==> src/rtl/vdp_cpu_bus_if.sv <==
// Host-CPU bus front end for the V9958: synchronises and filters the CPU strobes,
// queues accesses in order and issues them to the VDP as REQ/ACK transactions.
module vdp_cpu_bus_if #(
    parameter int FILTER_LEN = 4,
    parameter int FIFO_DEPTH = 4
) (
    input  logic       clk,
    input  logic       reset_n,
    input  logic       csw_n,
    input  logic       csr_n,
    input  logic [1:0] mode,
    input  logic [7:0] cd_in,
    output logic [7:0] cd_out,
    output logic       cd_oe,
    output logic       vdp_req,
    output logic       vdp_wrt,
    output logic [1:0] vdp_adr,
    output logic [7:0] vdp_dbo,
    input  logic       vdp_ack,
    input  logic [7:0] vdp_dbi,
    output logic       busy,
    output logic       overflow
);
    localparam int AW = $clog2(FIFO_DEPTH);
    localparam logic [3:0]  FLT_LAST = 4'(FILTER_LEN - 1);
    localparam logic [AW:0] CNT_FULL = (AW + 1)'(FIFO_DEPTH);
    localparam logic [AW:0] CNT_ONE  = (AW + 1)'(1);
    localparam logic [AW-1:0] PTR_ONE = AW'(1);

    typedef enum logic [1:0] {S_IDLE, S_REQ, S_GAP} state_t;

    logic       r_csw_s1, r_csw_s2, r_csr_s1, r_csr_s2;
    logic [1:0] r_mode_s1, r_mode_s2;
    logic [7:0] r_cd_s1, r_cd_s2;

    logic       r_csw_f, r_csr_f, r_csw_fd, r_csr_fd;
    logic [3:0] r_csw_cnt, r_csr_cnt;

    logic [10:0]   r_mem [FIFO_DEPTH];
    logic [AW-1:0] r_wp, r_rp;
    logic [AW:0]   r_cnt;
    logic          r_ovf;

    state_t     r_state, w_state_nx;
    logic       r_wrt;
    logic [1:0] r_adr;
    logic [7:0] r_dbo, r_rdata;

    logic        w_csw_fall, w_csr_fall, w_push_wr, w_push_rd, w_push, w_push_ok;
    logic        w_empty, w_full, w_load, w_pop;
    logic [10:0] w_entry, w_head;

    always_ff @(posedge clk or negedge reset_n) begin
        if (!reset_n) begin
            r_csw_s1  <= 1'b1;
            r_csw_s2  <= 1'b1;
            r_csr_s1  <= 1'b1;
            r_csr_s2  <= 1'b1;
            r_mode_s1 <= '0;
            r_mode_s2 <= '0;
            r_cd_s1   <= '0;
            r_cd_s2   <= '0;
        end else begin
            r_csw_s1  <= csw_n;
            r_csw_s2  <= r_csw_s1;
            r_csr_s1  <= csr_n;
            r_csr_s2  <= r_csr_s1;
            r_mode_s1 <= mode;
            r_mode_s2 <= r_mode_s1;
            r_cd_s1   <= cd_in;
            r_cd_s2   <= r_cd_s1;
        end
    end

    // Filtered level flips only after FILTER_LEN consecutive disagreeing samples.
    always_ff @(posedge clk or negedge reset_n) begin
        if (!reset_n) begin
            r_csw_f   <= 1'b1;
            r_csw_cnt <= '0;
        end else if (r_csw_s2 == r_csw_f) begin
            r_csw_cnt <= '0;
        end else if (r_csw_cnt == FLT_LAST) begin
            r_csw_f   <= r_csw_s2;
            r_csw_cnt <= '0;
        end else begin
            r_csw_cnt <= r_csw_cnt + 4'd1;
        end
    end

    always_ff @(posedge clk or negedge reset_n) begin
        if (!reset_n) begin
            r_csr_f   <= 1'b1;
            r_csr_cnt <= '0;
        end else if (r_csr_s2 == r_csr_f) begin
            r_csr_cnt <= '0;
        end else if (r_csr_cnt == FLT_LAST) begin
            r_csr_f   <= r_csr_s2;
            r_csr_cnt <= '0;
        end else begin
            r_csr_cnt <= r_csr_cnt + 4'd1;
        end
    end

    always_ff @(posedge clk or negedge reset_n) begin
        if (!reset_n) begin
            r_csw_fd <= 1'b1;
            r_csr_fd <= 1'b1;
        end else begin
            r_csw_fd <= r_csw_f;
            r_csr_fd <= r_csr_f;
        end
    end

    // A fall only counts while the other strobe is idle; simultaneous falls cancel out.
    assign w_csw_fall = r_csw_fd & ~r_csw_f;
    assign w_csr_fall = r_csr_fd & ~r_csr_f;
    assign w_push_wr  = w_csw_fall & r_csr_f;
    assign w_push_rd  = w_csr_fall & r_csw_f;
    assign w_push     = w_push_wr | w_push_rd;
    assign w_entry    = {w_push_rd, r_mode_s2, (w_push_rd ? 8'h00 : r_cd_s2)};

    assign w_empty   = (r_cnt == '0);
    assign w_full    = (r_cnt == CNT_FULL);
    assign w_push_ok = w_push & ~w_full;
    assign w_head    = r_mem[r_rp];

    always_ff @(posedge clk) begin
        if (w_push_ok) r_mem[r_wp] <= w_entry;
    end

    always_ff @(posedge clk or negedge reset_n) begin
        if (!reset_n) begin
            r_wp  <= '0;
            r_rp  <= '0;
            r_cnt <= '0;
            r_ovf <= 1'b0;
        end else begin
            if (w_push_ok) r_wp <= r_wp + PTR_ONE;
            if (w_pop)     r_rp <= r_rp + PTR_ONE;
            if (w_push & w_full) r_ovf <= 1'b1;
            unique case ({w_push_ok, w_pop})
                2'b10:   r_cnt <= r_cnt + CNT_ONE;
                2'b01:   r_cnt <= r_cnt - CNT_ONE;
                default: r_cnt <= r_cnt;
            endcase
        end
    end

    always_ff @(posedge clk or negedge reset_n) begin
        if (!reset_n) r_state <= S_IDLE;
        else          r_state <= w_state_nx;
    end

    // The head stays queued during REQ; it is popped only on ack.
    always_comb begin
        w_state_nx = r_state;
        w_load     = 1'b0;
        w_pop      = 1'b0;
        unique case (r_state)
            S_IDLE: if (!w_empty) begin
                w_load     = 1'b1;
                w_state_nx = S_REQ;
            end
            S_REQ: if (vdp_ack) begin
                w_pop      = 1'b1;
                w_state_nx = S_GAP;
            end
            S_GAP:   w_state_nx = S_IDLE;
            default: w_state_nx = S_IDLE;
        endcase
    end

    always_ff @(posedge clk or negedge reset_n) begin
        if (!reset_n) begin
            r_wrt   <= 1'b0;
            r_adr   <= '0;
            r_dbo   <= '0;
            r_rdata <= '0;
        end else if (w_load) begin
            r_wrt <= ~w_head[10];
            r_adr <= w_head[9:8];
            r_dbo <= w_head[7:0];
            if (w_head[10]) r_rdata <= vdp_dbi;
        end
    end

    assign vdp_req  = (r_state == S_REQ);
    assign vdp_wrt  = r_wrt;
    assign vdp_adr  = r_adr;
    assign vdp_dbo  = r_dbo;
    assign cd_out   = r_rdata;
    assign cd_oe    = ~r_csr_f;
    assign busy     = ~w_empty | (r_state != S_IDLE);
    assign overflow = r_ovf;

endmodule

==> config.mk <==
export PLATFORM = sky130hd
export DESIGN_NAME = vdp_cpu_bus_if
export DESIGN_NICKNAME = d
export VERILOG_FILES = /design/src/rtl/vdp_cpu_bus_if.sv
export SDC_FILE = /design/constraint.sdc
export NUM_CORES = 1
export LEC_CHECK = 0
export ABC_CLOCK_PERIOD_IN_PS = 4100
export CAP_MARGIN = 5
export CORE_MARGIN = 5
export CORE_UTILIZATION = 59
export CTS_CLUSTER_DIAMETER = 100
export DETAILED_ROUTE_END_ITERATION = 7
export PLACE_DENSITY = 0.94
export SLEW_MARGIN = 10
export SYNTH_ARGS = -nofsm -noshare
export SYNTH_HDL_FRONTEND = slang
export SYNTH_SLANG_ARGS = --single-unit
==> constraint.sdc <==
create_clock -name clk -period 4.1 [get_ports clk]
set_input_delay 0.82 -clock clk [delete_from_list [all_inputs] [get_ports clk]]
set_output_delay 0.82 -clock clk [all_outputs]
set_load 0.05 [all_outputs]
# Yosys cells after proc, flatten, opt, wreduce, memory -nomap -nowiden
# Memory sizes are Yosys's and may differ from the RTL's.
# Index checks and enable logic that the tools add are counted.
# word_totals
out_inout_bits	23
ramBits	44
ff_bits	65
n_memories	1
word_cells	78
# memory_table
name	words	width	rd	rd_ports_with_merged_regs	wr	line	source
r_mem	4	11	1	0	1	39	logic [10:0] r_mem [FIFO_DEPTH];
# op_classes
n_reduce_logical	8
n_bitwise	15
addsub	6
n_mux	15
eq_ne	10
# ops
op	count
$mux 4	4
$add 4x1->4 const B	2
$eq 4x2->1 const B	2
$mux 8	1
$reduce_and 2->1	4
$not 1->1	7
$and 1x1->1	6
$mux 1	6
$pmux 3 s2	1
$add 2x1->2 const B	2
$eq 2x1->1 const B	2
$mux 2	2
$pmux 2 s2	1
$reduce_bool 2->1	2
$add 3x1->3 const B	1
$eq 3x3->1 const B	1
$logic_not 3->1	1
$sub 3x1->3 const B	1
$eq 1x1->1	2
$eq 2x2->1 const B	1
$logic_not 2->1	1
$ne 2x1->1 const B	1
$ne 2x2->1 const B	1
$or 1x1->1	2

# Logic depth before layout (Yosys ltp)
# Gate-level depths: netlist of run 1.
# depth
word_depth	7
ltp_mapped	9
depth_no_buf	9

# Worst setup path before layout of run 1
# Ideal clock, no wire load.
# synth_path
kind	reg2out
from	reg r_cnt[2]
to	out busy
setup_slack_ps	1945
path_buffers	0
stages_incl_launch_ff	3
arrival_ps	1335
path_cell_list	dfrtp_1 > or3_4 > or3_1
# synth_between
elab_chain_cells	3
# synth_rtl
item	line	source
from (decl)	41	logic [AW:0] r_cnt;
from (signal assigned)	142	2'b10: r_cnt <= r_cnt + CNT_ONE;
from (signal assigned)	143	2'b01: r_cnt <= r_cnt - CNT_ONE;
from (signal assigned)	144	default: r_cnt <= r_cnt;
$logic_not 3->1	122	assign w_empty = (r_cnt == '0);
$not 1->1	193	assign busy = ~w_empty | (r_state != S_IDLE);
$or 1x1->1	193	
to (decl)	21	output logic busy,
# No other way between the ends.

# Final worst setup path of run 1
# Same ends and word-level chain as after synthesis.

==> results of run 1 <==
[worst register-to-register path, stage by stage, from the launching register on]
cell and delay [ns]:
dfstp_2 0.57, nand3b_1 0.28, a22oi_1 0.58, inv_1 0.12
ha_1 0.27, inv_1 0.09, fa_1 0.19, xor2_1 0.18
nor2_1 0.07, xor2_1 0.14
[kinds of logic after synthesis]
family | Yosys count | synth area share
simple gates | 41 | 0.0644
buf+inv | 14 | 0.0150
flops | 109 | 0.739
mux | 32 | 0.122
compound gates | 7 | 0.0109
fa+ha+maj | 8 | 0.0269
xor+xnor | 10 | 0.0219
[metal layers]
metal / vias up / track usage / part of all wire
met5: - / 0 / 0
met4: 0 / 0.0594 / 0.017
met3: 8 / 0.0439 / 0.052
met2: 43 / 0.239 / 0.49
met1: 979 / 0.209 / 0.44
li1: 896 / - / -
[cells in the final DEF (no fill, tap or decap), types with 3 or more instances in the layout]
master,instances
clkdlybuf4s50_1,44
dfrtp_1,57
ha_1,7
nand3b_1,4
xnor2_1,5
xor2_1,5
clkbuf_8,10
nand2b_1,3
inv_1,10
dfstp_2,8
nand2_1,4
and2_1,12
mux4_2,10
mux2_2,20
clkinv_2,3
edfxtp_1,44
nor2_1,5
[final cells by class]
class                      instances  area, sq um
tap                               80          100
fill                             436         1980
clock inverter                     5         26.3
inverter                          10         37.5
clock buffer                      11          141
sequential                       109         2960
multi-input combinational         98          983
timing repair buffer              46          453
[how the worst max path moves through the flow]
stage                     endpoint  slack (ns)  cells after the start
after detailed placement  r_cnt[2]        1.33                      8
final                         busy        1.05                      3
after global routing          busy         1.0                      3
after global placement        busy        1.45                      3
after CTS                     busy        1.03                      3
after floorplan               busy        1.94                      2
[stage by stage]
step	instances	utilization	power (mW)	hold slack [ns]	setup WS, ns
global placement	343	0.678	2.94	0.332	1.45
detailed placement	343	0.678	3.03	0.336	1.33
floorplan	221	-	2.60	0.331	1.94
global route	359	0.703	3.74	0.360	0.996
CTS	359	0.703	3.58	0.356	1.03
finish	359	0.703	3.54	0.355	1.05
[power breakdown]
group / internal [mW] / switching, mW / total (mW) / leakage, nW
clock network: 0.233 / 0.319 / 0.551 / 0.0865
registers: 1.43 / 0.185 / 1.62 / 1.16
logic: 0.590 / 0.778 / 1.37 / 0.597
[flip-flops by register name (all words and copies together) (netlist names), 3 cells and up]
signal and flops:
cd_out 8, r_mem 44, r_csw_cnt 4, r_csr_cnt 4
r_cd_s1 8, r_cd_s2 8, r_cnt 3, vdp_dbo 8
==> results.sh, run 1 <==
export IMPL_crit_path_top_delay_cell="clkdlybuf4s50_1"
export IMPL_path_cells="or3_4 -> or3_1 -> clkdlybuf4s50_1"
export IMPL_skew_ns=0.00470
export IMPL_worst_setup_path_type="reg2out"
export IMPL_wl_per_cell_um=16.5
export IMPL_postSynthRegisterBits=109
export IMPL_reg2reg_slack_ns=1.50
export IMPL_synth_edff_count=44
export IMPL_syn_cell_area_sq_um=4000
export IMPL_area_growth_pct=17.4
export IMPL_fmax_mhz=328
export IMPL_maxCapViolations=0
export IMPL_yosys_area_top_type_share=0.356
export IMPL_clk_path_buf_depth=2
export IMPL_status="completed"
export IMPL_cts_repair_resized=0
export IMPL_hpwl_mm=4.18
export IMPL_antenna_found_initial=0
export IMPL_critPathMaxFanout=4
export IMPL_root_buffer="clkbuf_8"
export IMPL_dr_pass1_iters=4
export IMPL_die_x_um=92.4
export IMPL_ys_seq_area_frac=0.739
export IMPL_worstReg2RegStart="r_csw_f"
export IMPL_synth_cell_types=33
export IMPL_overflow=0
export IMPL_syn_area_per_cell_sq_um=18.1
export IMPL_endpoint_kind="output pin"
export IMPL_synth_top_area_cell="dfrtp_1"
export IMPL_clk_pin_slew_ns=0.09
export IMPL_final_area_sq_um=4700
export IMPL_hp_class="reg2reg"
export IMPL_yosysWarnings=0
export IMPL_finalNetCount=305
export IMPL_startpoint_type="flip-flop"
export IMPL_tns_ns=0
export IMPL_netlist_instances=221
export IMPL_worstHoldStart="r_cd_s1[4]"
export IMPL_rsz0062_at_grt="false"
export IMPL_synth_most_common_cell="dfrtp_1"
export IMPL_hold_viol_final=0
export IMPL_async_reset_ff_frac=0.596
export IMPL_fp_row_count=30
export IMPL_p_leak_nw=1.85
export IMPL_viasPerCell=5.36
export IMPL_drive_gt1_frac=0.204
export IMPL_drc=0
export IMPL_r2r_end="r_cnt[2]"
export IMPL_path_delay_family="simple AND/OR/NAND/NOR gates"
export IMPL_h_tree_depth=3
export IMPL_gp_congestion=0.739
export IMPL_period_share=0.743
export IMPL_syn_nets=252
export IMPL_period_minus_slack_ns=3.05
export IMPL_powerDensity_nw_per_um2=752
export IMPL_worstHoldEndpoint="r_cd_s2[4]"
export IMPL_crit_arrival_ns=2.23
export IMPL_numCtsBuffers=9
export IMPL_setup_violations=0
export IMPL_grt_pass1_wl_mm=9.85
export IMPL_irDropWorstVdd_mv=0.326
export IMPL_core_area_sq_um=6680
export IMPL_hold_depth=0
export IMPL_crit_required_ns=3.28
export IMPL_n_antenna_cell=0
export IMPL_relSlewSlack=0.462
export IMPL_cts_setup_buffers=0
export IMPL_grt_usage=0.154
export IMPL_fp_dieArea_sq_um=8530
export IMPL_grt_pass1_vias=1984
export IMPL_critPathBufInv=1
export IMPL_drt_iter0_drc=98
export IMPL_io_pins=46
export IMPL_vias=1926
export IMPL_postRouteAntennaNets=0
export IMPL_max_stage_delay_ns=0.70
export IMPL_setup_worst_path_start="r_cnt[2]"
export IMPL_cts_sinks=109
export IMPL_worst_slew_pin_slew_ns=0.807
export IMPL_clock_latency_ns=0.35
export IMPL_port_buffers=45
export IMPL_wl_mm=5.91
export IMPL_floorplan_initialDensity=0.599
export IMPL_ys_flop_type="dfrtp_1"
export IMPL_synth_common_cells="57 x dfrtp_1, 44 x edfxtp_1, 20 x mux2_2"
export IMPL_synthTopCellsByArea="dfrtp_1 36%, edfxtp_1 33%, mux2_2 5.6%, mux4_2 5.6%, dfstp_2 5.3%"
export IMPL_r2r_cells=9
export IMPL_dpl_cell_area_sq_um=4530
export IMPL_die_h_um=92.4
export IMPL_cts_tree="built"
export IMPL_finalMaxSlewViolations=0
export IMPL_grt_max_degree=40
export IMPL_postCtsHoldBufs=0
(Power assumes the default switching activity.)
==> run 2: changes to the inputs <==
--- a/config.mk
+++ b/config.mk
@@ -5,13 +5,13 @@
 export SDC_FILE = /design/constraint.sdc
 export NUM_CORES = 1
 export LEC_CHECK = 0
-export ABC_CLOCK_PERIOD_IN_PS = 4100
+export ABC_CLOCK_PERIOD_IN_PS = 2700
 export CAP_MARGIN = 5
 export CORE_MARGIN = 5
-export CORE_UTILIZATION = 59
+export CORE_UTILIZATION = 50
 export CTS_CLUSTER_DIAMETER = 100
 export DETAILED_ROUTE_END_ITERATION = 7
-export PLACE_DENSITY = 0.94
+export PLACE_DENSITY = 0.86
 export SLEW_MARGIN = 10
 export SYNTH_ARGS = -nofsm -noshare
 export SYNTH_HDL_FRONTEND = slang
==> constraint.sdc (replaced) <==
create_clock -name clk -period 2.7 [get_ports clk]
set_input_delay 0.54 -clock clk [delete_from_list [all_inputs] [get_ports clk]]
set_output_delay 0.54 -clock clk [all_outputs]
set_load 0.05 [all_outputs]
==> run 2 against run 1 <==
Effect of this change: combinational power grew 59%; critical path depth unchanged; sequential share of layout area down 1.5 points; first-iteration DRC count fell by 29%; clock power grew 77%; setup slack worse by 0.86 ns; critical path type unchanged.
==> results.sh, run 2 (synthesis results as in run 1) <==
export IMPL_die_x_um=99.5
export IMPL_overflow=0
export IMPL_n_antenna_cell=0
export IMPL_final_area_sq_um=4810
export IMPL_vias=1919
export IMPL_floorplan_initialDensity=0.515
export IMPL_powerDensity_nw_per_um2=1150
export IMPL_grt_pass1_wl_mm=10.1
export IMPL_antenna_found_initial=0
export IMPL_hold_viol_final=0
export IMPL_finalNetCount=309
export IMPL_period_minus_slack_ns=2.51
export IMPL_clock_latency_ns=0.36
export IMPL_wl_per_cell_um=15.2
export IMPL_top_register="r_mem"
export IMPL_drc=0
export IMPL_seqCellArea_sq_um=2960
export IMPL_fp_row_count=32
export IMPL_io_pins=46
export IMPL_grt_usage=0.133
export IMPL_mostFrequentLayoutCells="57 x dfrtp_1, 44 x edfxtp_1, 43 x clkdlybuf4s50_1"
export IMPL_viasPerCell=4.98
export IMPL_drt_iter0_drc=70
export IMPL_fillCellCount=564
export IMPL_postLayoutSetupSlackWorst_ns=0.190
export IMPL_critPathMaxFanout=4
export IMPL_endpoint_kind="output pin"
export IMPL_clk_pin_slew_ns=0.10
export IMPL_port_buffers=45
export IMPL_fmax_mhz=398
export IMPL_maxCapViolations=0
export IMPL_period_share=0.930
export IMPL_drive_gt1_frac=0.223
export IMPL_skew_ns=0.0127
export IMPL_irDropWorstVdd_mv=0.316
export IMPL_hp_class="in2async"
export IMPL_clk_path_buf_depth=2
export IMPL_rsz0062_at_grt="false"
export IMPL_multi_input_area_sq_um=983
export IMPL_final_common_cell="dfrtp_1"
export IMPL_crit_arrival_ns=1.97
export IMPL_hpwl_mm=4.09
export IMPL_p_leak_nw=1.89
export IMPL_h_tree_depth=3
export IMPL_final_core_util=0.620
export IMPL_core_area_sq_um=7770
export IMPL_numCtsBuffers=9
export IMPL_fp_dieArea_sq_um=9890
export IMPL_status="completed"
export IMPL_area_growth_pct=20.3
export IMPL_die_h_um=99.5
export IMPL_worst_setup_path_type="reg2out"
export IMPL_relSlewSlack=0.569
export IMPL_root_buffer="clkbuf_8"
export IMPL_power_mw=5.53
export IMPL_grt_max_degree=39
export IMPL_dpl_worst_slack_ns=0.292
export IMPL_setup_violations=0
export IMPL_cts_tree="built"
export IMPL_grt_pass1_vias=2086
export IMPL_worst_slew_pin_slew_ns=0.646
export IMPL_dr_pass1_iters=4
export IMPL_dpl_cell_area_sq_um=4600
export IMPL_wl_mm=5.85
export IMPL_finalMaxSlewViolations=0
export IMPL_crit_required_ns=2.16
export IMPL_postCtsHoldBufs=0
export IMPL_gp_congestion=0.706
export IMPL_tns_ns=0
export IMPL_largest_reg_flops=44
export IMPL_postRouteAntennaNets=0
export IMPL_startpoint_type="flip-flop"
export IMPL_cts_sinks=109
run 2: path summary, 6_finish.rpt:
kind                                 start    endpoint  slack (ns)  cells past startpoint
max in group asynchronous          reset_n    r_csr_fd        1.82                      2
min in group clk                r_cd_s1[0]  r_cd_s2[0]        0.35                      0
worst min-delay path               reset_n   cd_out[0]        0.20                      1
worst max-delay path              r_cnt[2]        busy        0.19                      3
worst max register to register     r_csr_f    r_cnt[2]        0.55                     10
worst min register to register  r_cd_s1[0]  r_cd_s2[0]        0.35                      0
run 2: stage by stage:
stage          hold slack [ns]  instances
6_report                 0.204        385
5_1_grt                  0.263        385
4_1_cts                  0.210        385
3_5_place_dp             0.336        369
3_3_place_gp             0.334        369
2_1_floorplan            0.244        221
run 2: per-layer routing:
| metal | global-route usage | wire length, um | vias to the layer above | share of wire |
|---|---|---|---|---|
| met3 | 0.0238 | 214 | 7 | 0.037 |
| met2 | 0.213 | 3020 | 39 | 0.52 |
| met5 | 0 | 0 | - | 0 |
| met1 | 0.174 | 2510 | 972 | 0.43 |
| met4 | 0.0693 | 91 | 0 | 0.016 |
| li1 | - | - | 901 | - |
run 2: power by group:
group          switching, mW  internal [mW]  leakage, nW
registers              0.200           2.18         1.16
logic                   1.25          0.927        0.619
clock network          0.525          0.453        0.106
total                   1.98           3.55         1.89
run 2: worst max-delay path: stages, from the launching register on:
cell and delay (ns):
dfrtp_1 0.44, or3_4 0.43, or3_1 0.31, dlygate4sd2_1 0.43
run 2: cell type report:
| cell class | count | area share |
|---|---|---|
| flip-flops and latches | 109 | 0.615 |
| multi-input cells | 98 | 0.204 |
| clock buffers | 11 | 0.0361 |
| inverters | 10 | 0.00780 |
| well taps | 102 | 0.0265 |
| repair buffers | 50 | 0.103 |
| clock inverters | 5 | 0.00806 |
run 2: what timing repair did:
action                                  CTS  global route
endpoints found under the setup margin    1             0
buffers inserted                          0             0
resized for setup                         1             0
==> run 3: changes to the inputs <==
--- a/config.mk
+++ b/config.mk
@@ -10,6 +10,7 @@
 export CORE_MARGIN = 5
 export CORE_UTILIZATION = 50
 export CTS_CLUSTER_DIAMETER = 100
+export CTS_CLUSTER_SIZE = 10
 export DETAILED_ROUTE_END_ITERATION = 7
 export PLACE_DENSITY = 0.86
 export SLEW_MARGIN = 10
==> results of run 3 <==
Same layout as run 2: the final DEF is identical, and so are final timing and power.
